--- src/rtl/chaining_record_table.sv ---
// rtl/chaining_record_table.sv - in-flight chaining record table for one lane's write-hazard checkers
// Optional feature macro: CHAINING_AUTO_RETIRE_EN (frees a slot once its elementMask is all-ones)
module chaining_record_table #(
  parameter int CHAINING_SIZE = 4,
  parameter int MASK_W        = 32
) (
  input  logic                          clock,
  input  logic                          reset,
  input  logic                          alloc_valid,
  output logic                          alloc_ready,
  input  logic                          alloc_vd_valid,
  input  logic [4:0]                    alloc_vd_bits,
  input  logic                          alloc_vs1_valid,
  input  logic [4:0]                    alloc_vs1_bits,
  input  logic [4:0]                    alloc_vs2,
  input  logic [2:0]                    alloc_instIndex,
  input  logic                          alloc_gather,
  input  logic                          alloc_gather16,
  input  logic                          alloc_onlyRead,
  input  logic                          write_valid,
  input  logic [2:0]                    write_instIndex,
  input  logic [4:0]                    write_vd,
  input  logic [1:0]                    write_offset,
  input  logic                          release_valid,
  input  logic [2:0]                    release_instIndex,
  output logic [CHAINING_SIZE-1:0]        record_valid,
  output logic [CHAINING_SIZE-1:0]        record_vd_valid,
  output logic [5*CHAINING_SIZE-1:0]      record_vd_bits,
  output logic [CHAINING_SIZE-1:0]        record_vs1_valid,
  output logic [5*CHAINING_SIZE-1:0]      record_vs1_bits,
  output logic [5*CHAINING_SIZE-1:0]      record_vs2,
  output logic [3*CHAINING_SIZE-1:0]      record_instIndex,
  output logic [CHAINING_SIZE-1:0]        record_gather,
  output logic [CHAINING_SIZE-1:0]        record_gather16,
  output logic [CHAINING_SIZE-1:0]        record_onlyRead,
  output logic [MASK_W*CHAINING_SIZE-1:0] record_elementMask,
  output logic                          full,
  output logic                          empty,
  output logic                          dup_error
);

  // Per-slot record state
  logic [CHAINING_SIZE-1:0] recValid;
  logic [CHAINING_SIZE-1:0] recVdValid;
  logic [4:0]               recVdBits   [CHAINING_SIZE];
  logic [CHAINING_SIZE-1:0] recVs1Valid;
  logic [4:0]               recVs1Bits  [CHAINING_SIZE];
  logic [4:0]               recVs2      [CHAINING_SIZE];
  logic [2:0]               recInstIndex[CHAINING_SIZE];
  logic [CHAINING_SIZE-1:0] recGather;
  logic [CHAINING_SIZE-1:0] recGather16;
  logic [CHAINING_SIZE-1:0] recOnlyRead;
  logic [MASK_W-1:0]        recMask     [CHAINING_SIZE];
  logic                     fullReg;
  logic                     emptyReg;
  logic                     dupReg;

  // Next-state helpers
  logic                     allocFire;
  logic                     freeFound;
  logic                     dupHit;
  logic [CHAINING_SIZE-1:0] allocHit;
  logic [CHAINING_SIZE-1:0] relHit;
  logic [CHAINING_SIZE-1:0] wrHit;
  logic [CHAINING_SIZE-1:0] retireHit;
  logic [CHAINING_SIZE-1:0] nextValid;
  logic [4:0]               writeDelta  [CHAINING_SIZE];
  logic [MASK_W-1:0]        maskNext    [CHAINING_SIZE];

  // Ready depends only on registered state; a release this cycle cannot bypass into it
  assign alloc_ready = ~fullReg;
  assign allocFire   = alloc_valid & ~fullReg;

  // Pick the lowest free slot from the pre-release free set and detect a resident duplicate index
  always_comb begin
    allocHit  = '0;
    freeFound = 1'b0;
    dupHit    = 1'b0;
    for (int i = 0; i < CHAINING_SIZE; i++) begin
      if (!freeFound && !recValid[i]) begin
        allocHit[i] = allocFire;
        freeFound   = 1'b1;
      end
      if (recValid[i] && (recInstIndex[i] == alloc_instIndex)) begin
        dupHit = 1'b1;
      end
    end
  end

  // Release, element-write and optional auto-retire decisions per slot
  always_comb begin
    relHit    = '0;
    wrHit     = '0;
    retireHit = '0;
    for (int i = 0; i < CHAINING_SIZE; i++) begin
      relHit[i]     = release_valid & recValid[i] & (recInstIndex[i] == release_instIndex);
      // Modulo-32 distance from the group base handles register wrap-around for free
      writeDelta[i] = write_vd - recVdBits[i];
      wrHit[i]      = write_valid & recValid[i] & recVdValid[i]
                    & (recInstIndex[i] == write_instIndex)
                    & (writeDelta[i][4:3] == 2'b00);
      maskNext[i]   = recMask[i];
      // Release takes priority over a same-cycle write to the same slot
      if (wrHit[i] && !relHit[i]) begin
        maskNext[i][{writeDelta[i][2:0], write_offset}] = 1'b1;
      end
`ifdef CHAINING_AUTO_RETIRE_EN
      retireHit[i] = recValid[i] & recVdValid[i] & ~relHit[i] & (&maskNext[i]);
`endif
    end
    nextValid = (recValid & ~relHit & ~retireHit) | allocHit;
  end

  // Record registers, mask accumulation and the coherent full/empty/dup status
  always_ff @(posedge clock) begin
    if (reset) begin
      recValid    <= '0;
      recVdValid  <= '0;
      recVs1Valid <= '0;
      recGather   <= '0;
      recGather16 <= '0;
      recOnlyRead <= '0;
      fullReg     <= 1'b0;
      emptyReg    <= 1'b1;
      dupReg      <= 1'b0;
      for (int i = 0; i < CHAINING_SIZE; i++) begin
        recVdBits[i]    <= '0;
        recVs1Bits[i]   <= '0;
        recVs2[i]       <= '0;
        recInstIndex[i] <= '0;
        recMask[i]      <= '0;
      end
    end else begin
      recValid <= nextValid;
      fullReg  <= &nextValid;
      emptyReg <= ~|nextValid;
      dupReg   <= dupReg | (allocFire & dupHit);
      for (int i = 0; i < CHAINING_SIZE; i++) begin
        if (allocHit[i]) begin
          recVdValid[i]   <= alloc_vd_valid;
          recVdBits[i]    <= alloc_vd_bits;
          recVs1Valid[i]  <= alloc_vs1_valid;
          recVs1Bits[i]   <= alloc_vs1_bits;
          recVs2[i]       <= alloc_vs2;
          recInstIndex[i] <= alloc_instIndex;
          recGather[i]    <= alloc_gather;
          recGather16[i]  <= alloc_gather16;
          recOnlyRead[i]  <= alloc_onlyRead;
          recMask[i]      <= '0;
        end else begin
          recMask[i] <= maskNext[i];
        end
      end
    end
  end

  // Flatten the slot arrays onto the output buses
  always_comb begin
    record_vd_bits     = '0;
    record_vs1_bits    = '0;
    record_vs2         = '0;
    record_instIndex   = '0;
    record_elementMask = '0;
    for (int i = 0; i < CHAINING_SIZE; i++) begin
      record_vd_bits[5*i +: 5]              = recVdBits[i];
      record_vs1_bits[5*i +: 5]             = recVs1Bits[i];
      record_vs2[5*i +: 5]                  = recVs2[i];
      record_instIndex[3*i +: 3]            = recInstIndex[i];
      record_elementMask[MASK_W*i +: MASK_W] = recMask[i];
    end
  end

  assign record_valid     = recValid;
  assign record_vd_valid  = recVdValid;
  assign record_vs1_valid = recVs1Valid;
  assign record_gather    = recGather;
  assign record_gather16  = recGather16;
  assign record_onlyRead  = recOnlyRead;
  assign full             = fullReg;
  assign empty            = emptyReg;
  assign dup_error        = dupReg;

endmodule
--- config.mk ---
export PLATFORM = sky130hd
export DESIGN_NAME = chaining_record_table
export DESIGN_NICKNAME = d
export VERILOG_FILES = /design/src/rtl/chaining_record_table.sv
export SDC_FILE = /design/constraint.sdc
export NUM_CORES = 1
export LEC_CHECK = 0
export BUFFER_PORTS_ARGS = -buffer_cell sky130_fd_sc_hd__buf_2
export CAP_MARGIN = 20
export CORE_MARGIN = 1.5
export CORE_UTILIZATION = 30
export DETAILED_ROUTE_END_ITERATION = 8
export SLEW_MARGIN = 20
export SYNTH_ARGS = -nofsm -noshare
export SYNTH_HDL_FRONTEND = slang
export SYNTH_SLANG_ARGS = --single-unit
--- constraint.sdc ---
create_clock -name clock -period 5.95 [get_ports clock]
set_input_delay 0.595 -clock clock [delete_from_list [all_inputs] [get_ports clock]]
set_output_delay 0.595 -clock clock [all_outputs]
set_load 0.01 [all_outputs]
# Yosys cells after proc, flatten, opt, wreduce, memory -nomap -nowiden
# Memories as Yosys holds them, arrays and structs flattened.
# Index checks and enable logic that the tools add are counted.
dict set report totals {
  register_bits 27
  ram_bits 200
  inputBits 41
  output_inout_bits 228
  wordCells 216
  n_memories 5
}
# name words width read_ports rd_ports_with_merged_regs wr line_no
set memory_table {}
lappend memory_table {recMask 4 32 4 0 4 53} ;# logic [MASK_W-1:0] recMask [CHAINING_SIZE];
lappend memory_table {recVdBits 4 5 4 0 4 45} ;# logic [4:0] recVdBits [CHAINING_SIZE];
lappend memory_table {recVs1Bits 4 5 4 0 4 47} ;# logic [4:0] recVs1Bits [CHAINING_SIZE];
lappend memory_table {recVs2 4 5 4 0 4 48} ;# logic [4:0] recVs2 [CHAINING_SIZE];
lappend memory_table {recInstIndex 4 3 4 0 4 49} ;# logic [2:0] recInstIndex[CHAINING_SIZE];
dict set report op_classes {
  addsub 4
  magnitude_cmp 8
  n_eq_ne 12
  n_mux 73
  bitwise 59
  n_reduce_logical 31
}
# operator n
set ops {}
lappend ops {{$mux 32} 12}
lappend ops {{$or 32x32->32} 4}
lappend ops {{$mux 5} 12}
lappend ops {{$mux 1} 41}
lappend ops {{$eq 3x3->1} 12}
lappend ops {{$and 1x1->1} 26}
lappend ops {{$or 1x1->1} 25}
lappend ops {{$lt 5x6->1 const B} 4}
lappend ops {{$demux 1 s5} 4}
lappend ops {{$ge 5x1->1 const B} 4}
lappend ops {{$sub 5x5->5} 4}
lappend ops {{$logic_and 1x1->1} 15}
lappend ops {{$mux 3} 4}
lappend ops {{$logic_not 1->1} 10}
lappend ops {{$logic_not 2->1} 4}
lappend ops {{$and 4x4->4} 1}
lappend ops {{$not 4->4} 1}
lappend ops {{$or 4x4->4} 1}
lappend ops {{$reduce_and 4->1} 1}
lappend ops {{$reduce_or 4->1} 1}
lappend ops {{$not 1->1} 1}

# Logic depth before layout (Yosys ltp)
# Gate-level depths: netlist (run 1).
dict set report logic_depth {
  word_depth 14
  depth_mapped 8
  depth_no_buf 8
}

# Worst setup path after synthesis (run 1)
# OpenSTA, ideal clock, no wires.
dict set report synth_path {
  kind {input-to-reg}
  from {input port write_vd[0]}
  to {memory recMask[0][0], enable pin}
  setup_ps 470
  t_arrival_ps 4207
  t_required_ps 5480
  setup_slack_ps 1273
  path_stages 8
  path_buffers 0
  cell_sequence {inv_1 > ha_1 > inv_1 > fa_1 > a21o_1 > a21oi_1 > xnor2_1 > o31ai_1}
}
# element line_no
set synth_rtl {}
lappend synth_rtl {{start, declared} 22} ;# input logic [4:0] write_vd,
lappend synth_rtl {{end, declared} 53}

==> results of run 1 <==
[registers in the layout, indices dropped and copies added (netlist names)]
name / flops
record_vd_valid: 4
full: 1
record_vs1_valid: 4
recInstIndex: 12
recVs1Bits: 20
record_onlyRead: 4
record_valid: 4
empty: 1
record_gather16: 4
record_gather: 4
recMask: 128
dup_error: 1
recVdBits: 20
recVs2: 20
[worst paths after layout]
kind,cells after the start,startpoint,end
setup / recovery,5,record_valid[0]$_SDFF_PP0_,recMask[3][6]$_SDFFCE_PN0P_
hold / removal,2,alloc_gather16,record_gather16[0]$_SDFFE_PP0P_
setup reg to reg,5,record_valid[0]$_SDFF_PP0_,recMask[3][6]$_SDFFCE_PN0P_
hold reg to reg,1,record_gather16[0]$_SDFFE_PP0P_,record_gather16[0]$_SDFFE_PP0P_
[layout make-up]
class | count | area [sq um]
Clock inverter | 12 | 58.8
Timing Repair Buffer | 280 | 1440
Fill cell | 3379 | 20600
Sequential cell | 227 | 6550
Tap cell | 448 | 561
Multi-Input combinational cell | 556 | 3320
Inverter | 22 | 83.8
Antenna cell | 2 | 5.00
Clock buffer | 37 | 762
[cell usage in the layout, fill, tap and decap left out, drive strengths merged, types with 3 or more instances in the layout]
cell type  count
a21o           7
a21oi        135
a22o           5
a31oi          3
and2          73
buf          280
clkbuf        37
clkinv        12
dfxtp         27
edfxtp       200
fa             4
ha            16
inv           22
mux2i         14
nand2         12
nand2b        10
nand4          7
nor2         174
nor3          11
nor4           4
o21ai          3
or2            3
xnor2         35
xor2          21
[per-stage QoR]
stage          setup WS (ns)  power, W  hold WS, ns
6_report                2.85   0.00400        0.329
2_1_floorplan           1.27   0.00225        0.511
3_5_place_dp            2.68   0.00248        0.464
3_3_place_gp            2.71   0.00247        0.459
4_1_cts                 2.83   0.00405        0.303
5_1_grt                 2.64   0.00417        0.328
[routing by layer]
layer	GRT usage	routed length, um	part of all wire	vias to the layer above
met1	0.222	12800	0.43	3577
met5	0	13	0.00044	-
met3	0.0466	2700	0.091	45
met2	0.261	13400	0.45	311
li1	-	-	-	3515
met4	0.0499	716	0.024	2
[kinds of logic (layout without fill, tap and decap cells)]
group	count (synthesis)	in the layout	share of synthesized area
and+or+nand+nor	304	304	0.147
DFF	227	227	0.647
AOI/OAI and AO/OA	162	162	0.0876
buffers and inverters	63	351	0.0278
xor gates and xnor gates	56	56	0.0485
adders and majority gates	20	20	0.0277
muxes	14	14	0.0139
other	0	2	0
[power breakdown]
| part | switching [W] | leakage [nW] | internal, W |
|---|---|---|---|
| clock network | 0.000660 | 0.411 | 0.000891 |
| logic | 0.000332 | 2.62 | 0.000185 |
| registers | 0.0000685 | 2.31 | 0.00186 |
==> summary.txt, run 1 <==
Clock network
  – Clk buf depth: 3
  – Clk root buf: clkbuf_16
  – H-tree Lvls: 1
  – Sink Count: 227
  – Postcts setup bufs: 0
  – Num CTS Buffers: 27
  – Clk pin slew, worst setup/hold paths: ~0.060 ns
  – Clock Latency Late Sink: 0.53 ns
  – CTS Hold Bufs: 0
  – CTS tree: yes
  – Post_cts resized: 0

Setup path
  – Buf/Inv on CP: 1
  – Critical Path, Cell by Cell: nand4b_4, nor3_4, or2_2, buf_4, a31o_2
  – R2r setup slk: roughly 2.8 ns
  – Worst EP arrival: 3.26 ns
  – Worst EP required: between 6 and 7 ns
  – Critical Path End Type: flop
  – Maximum fanout along the worst path: 51
  – Slowest-stage cell, CP: a31o_2
  – CP startpoint kind: flop
  – Delay-heaviest family, CP: simple AND/OR/NAND/NOR gates
  – Crit path largest cell delay: between 0.7 and 0.8 ns
  – Setup Crit Path Kind: flop to flop

Logic synthesis
  – Post-synth EDFFs: 200
  – Post-Synthesis Cells: between 800 and 900
  – Synth warn: 0
  – Post-Syn Nets: approximately 910
  – Synth Flop Type: edfxtp_1
  – Async S/R FF share, synth: 0
  – Post-synth top area share: 0.594
  – Largest cells by area after synthesis: edfxtp_1 59%, a21oi_1 6.7%, nor2_1 6.4%
  – Biggest area consumer among synthesized cells: edfxtp_1
  – Synthesized area per cell: 12.0 sq um
  – Synth cell types: 45
  – Sequential area share after synthesis: 0.647
  – Yosys reg bits: ~230
  – Count leader, synth: edfxtp_1
  – Most frequent cells after synthesis: 200 x edfxtp_1, 173 x nor2_1, 135 x a21oi_1, 73 x and2_1, 35 x xnor2_1
  – Post-Synthesis Cell Area: 10100 sq um

STA
  – Crit path time final: ~3.1 ns
  – Slew Viols, Final: 0
  – Final period util: 0.522
  – Final Skew: between 0.007 and 0.008 ns
  – Unrepaired setup endpoints after global routing: false
  – # setup viols final: 0
  – Setup TNS: 0 ns
  – Worst slew pin tran: 0.878 ns
  – Hold Vio Cnt, Final: 0
  – Worst relative slew slack: 0.406
  – FMAX: around 320 MHz

GRT
  – Number of global-route vias before repair: 7348
  – Tot GR Track Use: 0.166
  – Remaining Overflow, GRT: 0
  – Largest net degree at the start of global routing: 52
  – Initial antenna violation count: 2
  – Wire length of the first global-routing pass: 45.0 mm

Route
  – Vias after detailed routing: 7450
  – Antenna viol nets, final: 0
  – Routed WL: 29.6 mm
  – DRC viols: 0
  – Via density: around 4.7
  – Avg WL per Cell: around 19 um
  – Router iterations before antenna repair: 5
  – DR iter-0 viols: 551

Cells and area
  – Final #Nets: approximately 1200
  – Layout Cells excl Fill: approximately 1600
  – Share of cells above drive strength 1: 0.297
  – Final instance area: roughly 13000 sq um
  – Fin util: 0.383
  – Layout area overhead: 26.3%

Pwr
  – IR drop worst, VDD: slightly above 0.0002 V
  – LEAKAGE: 5.34 nW
  – Cell Pwr Density: roughly 310 nW/um^2

Place
  – DP Wirelength: just over 20 mm
  – Placed Cells: between 1500 and 2000
  – Routability cong.: ~0.85
  – IO buf count: around 270
  – Cell Area, Placed: 11900 sq um

Run status
  – Status: finished clean

Floorplan
  – Core area: about 33000 sq um
  – Starting Density: 0.303
  – Row count: 67
  – Die Ht: approximately 190 um
  – Die Footprint: between 30000 and 40000 sq um
  – # IOs: roughly 270
  – Die width: 187 um

Hold path
  – Hold WC Path Type: input pin to flop

Job
  – Max_cap viols: 0
(Power assumes the default switching activity.)
==> run 2, diff against run 1 <==
Clock period 5.95 ns to 3.1 ns, I/O delays scaled along.
==> summary.txt, run 2 (synthesis results as in run 1) <==
Run status
  – Status: finished clean

Route
  – Avg WL per Cell: 18.3 um (-2.3%)
  – DR iter-0 viols: 546 (-0.91%)
  – Router iterations before antenna repair: 5 (unchanged)
  – Antenna viol nets, final: 0 (unchanged)
  – DRC viols: 0 (unchanged)
  – Vias after detailed routing: 7492 (+0.56%)
  – Routed WL: 29.2 mm (-1.5%)
  – Via density: 4.69 (-0.25%)

Floorplan
  – Die Footprint: 34800 sq um (unchanged)
  – Die width: 187 um (unchanged)
  – # IOs: 269 (unchanged)
  – Die Ht: 187 um (unchanged)
  – Core area: 33400 sq um (unchanged)
  – Starting Density: 0.303 (unchanged)
  – Row count: 67 (unchanged)

Cells and area
  – Share of cells above drive strength 1: 0.301 (+0.00387)
  – Fin util: 0.388 (+0.00510)
  – Layout area overhead: 27.9%
  – Most frequent cells in the layout: 268 x buf_2, 200 x edfxtp_1, 172 x nor2_1
  – Register with the most flip-flops: recMask
  – Area taken by multi-input logic gates: 3310 sq um (-0.19%)
  – Layout filler cell count: 3367 (-0.36%)
  – Total area of sequential cells: 6550 sq um (unchanged)
  – Commonest non-fill, non-tap cell in the layout: buf_2
  – Layout Cells excl Fill: 1597 (+0.82%)
  – Final #Nets: 1187 (+1.0%)
  – Final instance area: 12900 sq um (+1.3%)
  – Max FFs per register: 128 (unchanged)

Place
  – Cell Area, Placed: 12100 sq um (+1.3%)
  – DP Wirelength: 20.5 mm (-1.1%)
  – IO buf count: 268 (unchanged)
  – Placed Cells: 1545 (+0.85%)
  – Routability cong.: 0.812 (-4.7%)

Setup path
  – R2R Path Start: recInstIndex[1][0]$_SDFFCE_PN0P_
  – R2R cell count: 6 (+1)
  – Worst EP required: 3.28 ns (-2.83 ns)
  – Worst reg2reg path endpoint: recMask[1][4]$_SDFFCE_PN0P_
  – Maximum fanout along the worst path: 32 (-37%)
  – Critical Path End Type: flop
  – Worst EP arrival: 2.64 ns (-0.62 ns)
  – CP startpoint kind: flop
  – R2r setup slk: 0.64 ns (-2.21 ns)
  – Setup Crit Path Kind: flop to flop

GRT
  – Initial antenna violation count: 5 (+3)
  – Number of global-route vias before repair: 7263 (-1.2%)
  – Remaining Overflow, GRT: 0 (unchanged)
  – Largest net degree at the start of global routing: 40 (-23%)
  – Wire length of the first global-routing pass: 44.2 mm (-1.8%)
  – Tot GR Track Use: 0.163 (-0.00291)

Clock network
  – Postcts setup bufs: 0 (unchanged)
  – Clk pin slew, worst setup/hold paths: 0.06 ns (about the same)
  – Clk buf depth: 3 (unchanged)
  – Clock Latency Late Sink: 0.53 ns (about the same)
  – CTS tree: yes
  – Num CTS Buffers: 27 (unchanged)
  – Sink Count: 227 (unchanged)
  – Clk root buf: clkbuf_16
  – Post_cts resized: 0 (unchanged)
  – CTS Hold Bufs: 0 (unchanged)
  – H-tree Lvls: 1 (unchanged)

STA
  – Final Skew: 0.0148 ns (+0.00776 ns)
  – Worst slew pin tran: 0.646 ns (-0.232 ns)
  – FMAX: 406 MHz (+26%)
  – Crit path time final: 2.46 ns (-0.641 ns)
  – # setup viols final: 0 (unchanged)
  – Unrepaired setup endpoints after global routing: false
  – Setup TNS: 0 ns (unchanged)
  – Hold Vio Cnt, Final: 0 (unchanged)
  – Worst relative slew slack: 0.563 (+0.157)
  – Final period util: 0.794 (+0.273)
  – Slew Viols, Final: 0 (unchanged)

Pwr
  – Cell Pwr Density: 598 nW/um^2 (+91%)
  – Tot Pwr: 0.00774 W (+94%)
  – Flop pwr share: 0.477 (-0.005)
  – LEAKAGE: 5.43 nW (+1.7%)
  – Clock power frac: 0.391 (+0.003)
  – Psw: 0.00200 W (+89%)
  – Switching share of power: 0.258 (-0.00699)
  – Comb pwr share: 0.131 (+0.002)
  – IR drop worst, VDD: 0.000367 V (+77%)
  – Cell internal pwr: 0.00574 W (+96%)

Job
  – Max_cap viols: 0 (unchanged)

Hold path
  – End of the worst hold path: record_gather16[0]$_SDFFE_PP0P_
  – Hold_sp: alloc_gather16
  – Hold WC Path Type: input pin to flop
  – Hold Crit Depth: 2 (unchanged)
## run 2: changes by cell type in the layout (fill, tap and decap cells not counted), sizes merged
| cell | previous run | this run |
|---|---|---|
| diode | 2 | 3 |
| buf | 280 | 292 |
| clkinv | 12 | 10 |
| inv | 22 | 23 |
| bufinv | 0 | 1 |
## run 2: area by class of cell
class / count / area share
clock inverter: 12 / 0.00628
multi-input combinational: 556 / 0.256
timing repair buffer: 292 / 0.122
clock buffer: 37 / 0.0592
sequential: 227 / 0.506
antenna: 3 / 0.000580
inverter: 22 / 0.00638
tap: 448 / 0.0433
## run 2: per-layer routing
metal  routed length (um)  global-route usage
met5                   37                   0
met1                12800               0.223
met4                  894              0.0509
met3                 2370              0.0410
met2                13100               0.254
## run 2: how the worst max path moves through the flow
stage                                     startpoint                      endpoint  slack, ns  cells after the start
floorplan                                write_vd[0]   recMask[0][0]$_SDFFCE_PN0P_       0.25                      8
global placement                         write_vd[0]  recMask[1][30]$_SDFFCE_PN0P_       0.50                     10
detailed placement                       write_vd[0]  recMask[1][30]$_SDFFCE_PN0P_       0.46                     10
CTS                 recInstIndex[1][0]$_SDFFCE_PN0P_  recMask[1][27]$_SDFFCE_PN0P_       0.61                      6
global route        recInstIndex[1][0]$_SDFFCE_PN0P_  recMask[1][10]$_SDFFCE_PN0P_       0.45                      6
finish              recInstIndex[1][0]$_SDFFCE_PN0P_   recMask[1][4]$_SDFFCE_PN0P_       0.64                      6
## run 2: critical path: stages, from the launching register on
cell and delay (ns):
edfxtp_1 0.48, xnor2_1 0.19, nand4_1 0.11, nor4b_1 0.58, buf_4 0.23, a31o_2 0.14
buf_4 0.38
## run 2: stage by stage
stage,setup WS (ns),hold WS [ns]
2_1_floorplan,0.251,0.436
3_3_place_gp,0.500,0.461
3_5_place_dp,0.465,0.465
4_1_cts,0.612,0.0244
5_1_grt,0.449,0.0536
6_report,0.638,0.0552
## run 2: power by group through the flow
stage / combinational (W) / clock (W) / sequential [W]
floorplan: 0.000489 / 0 / 0.00383
finish: 0.00102 / 0.00303 / 0.00369
CTS: 0.00103 / 0.00313 / 0.00369
detailed placement: 0.00103 / 0 / 0.00375
global route: 0.00113 / 0.00323 / 0.00372
global placement: 0.00101 / 0 / 0.00375
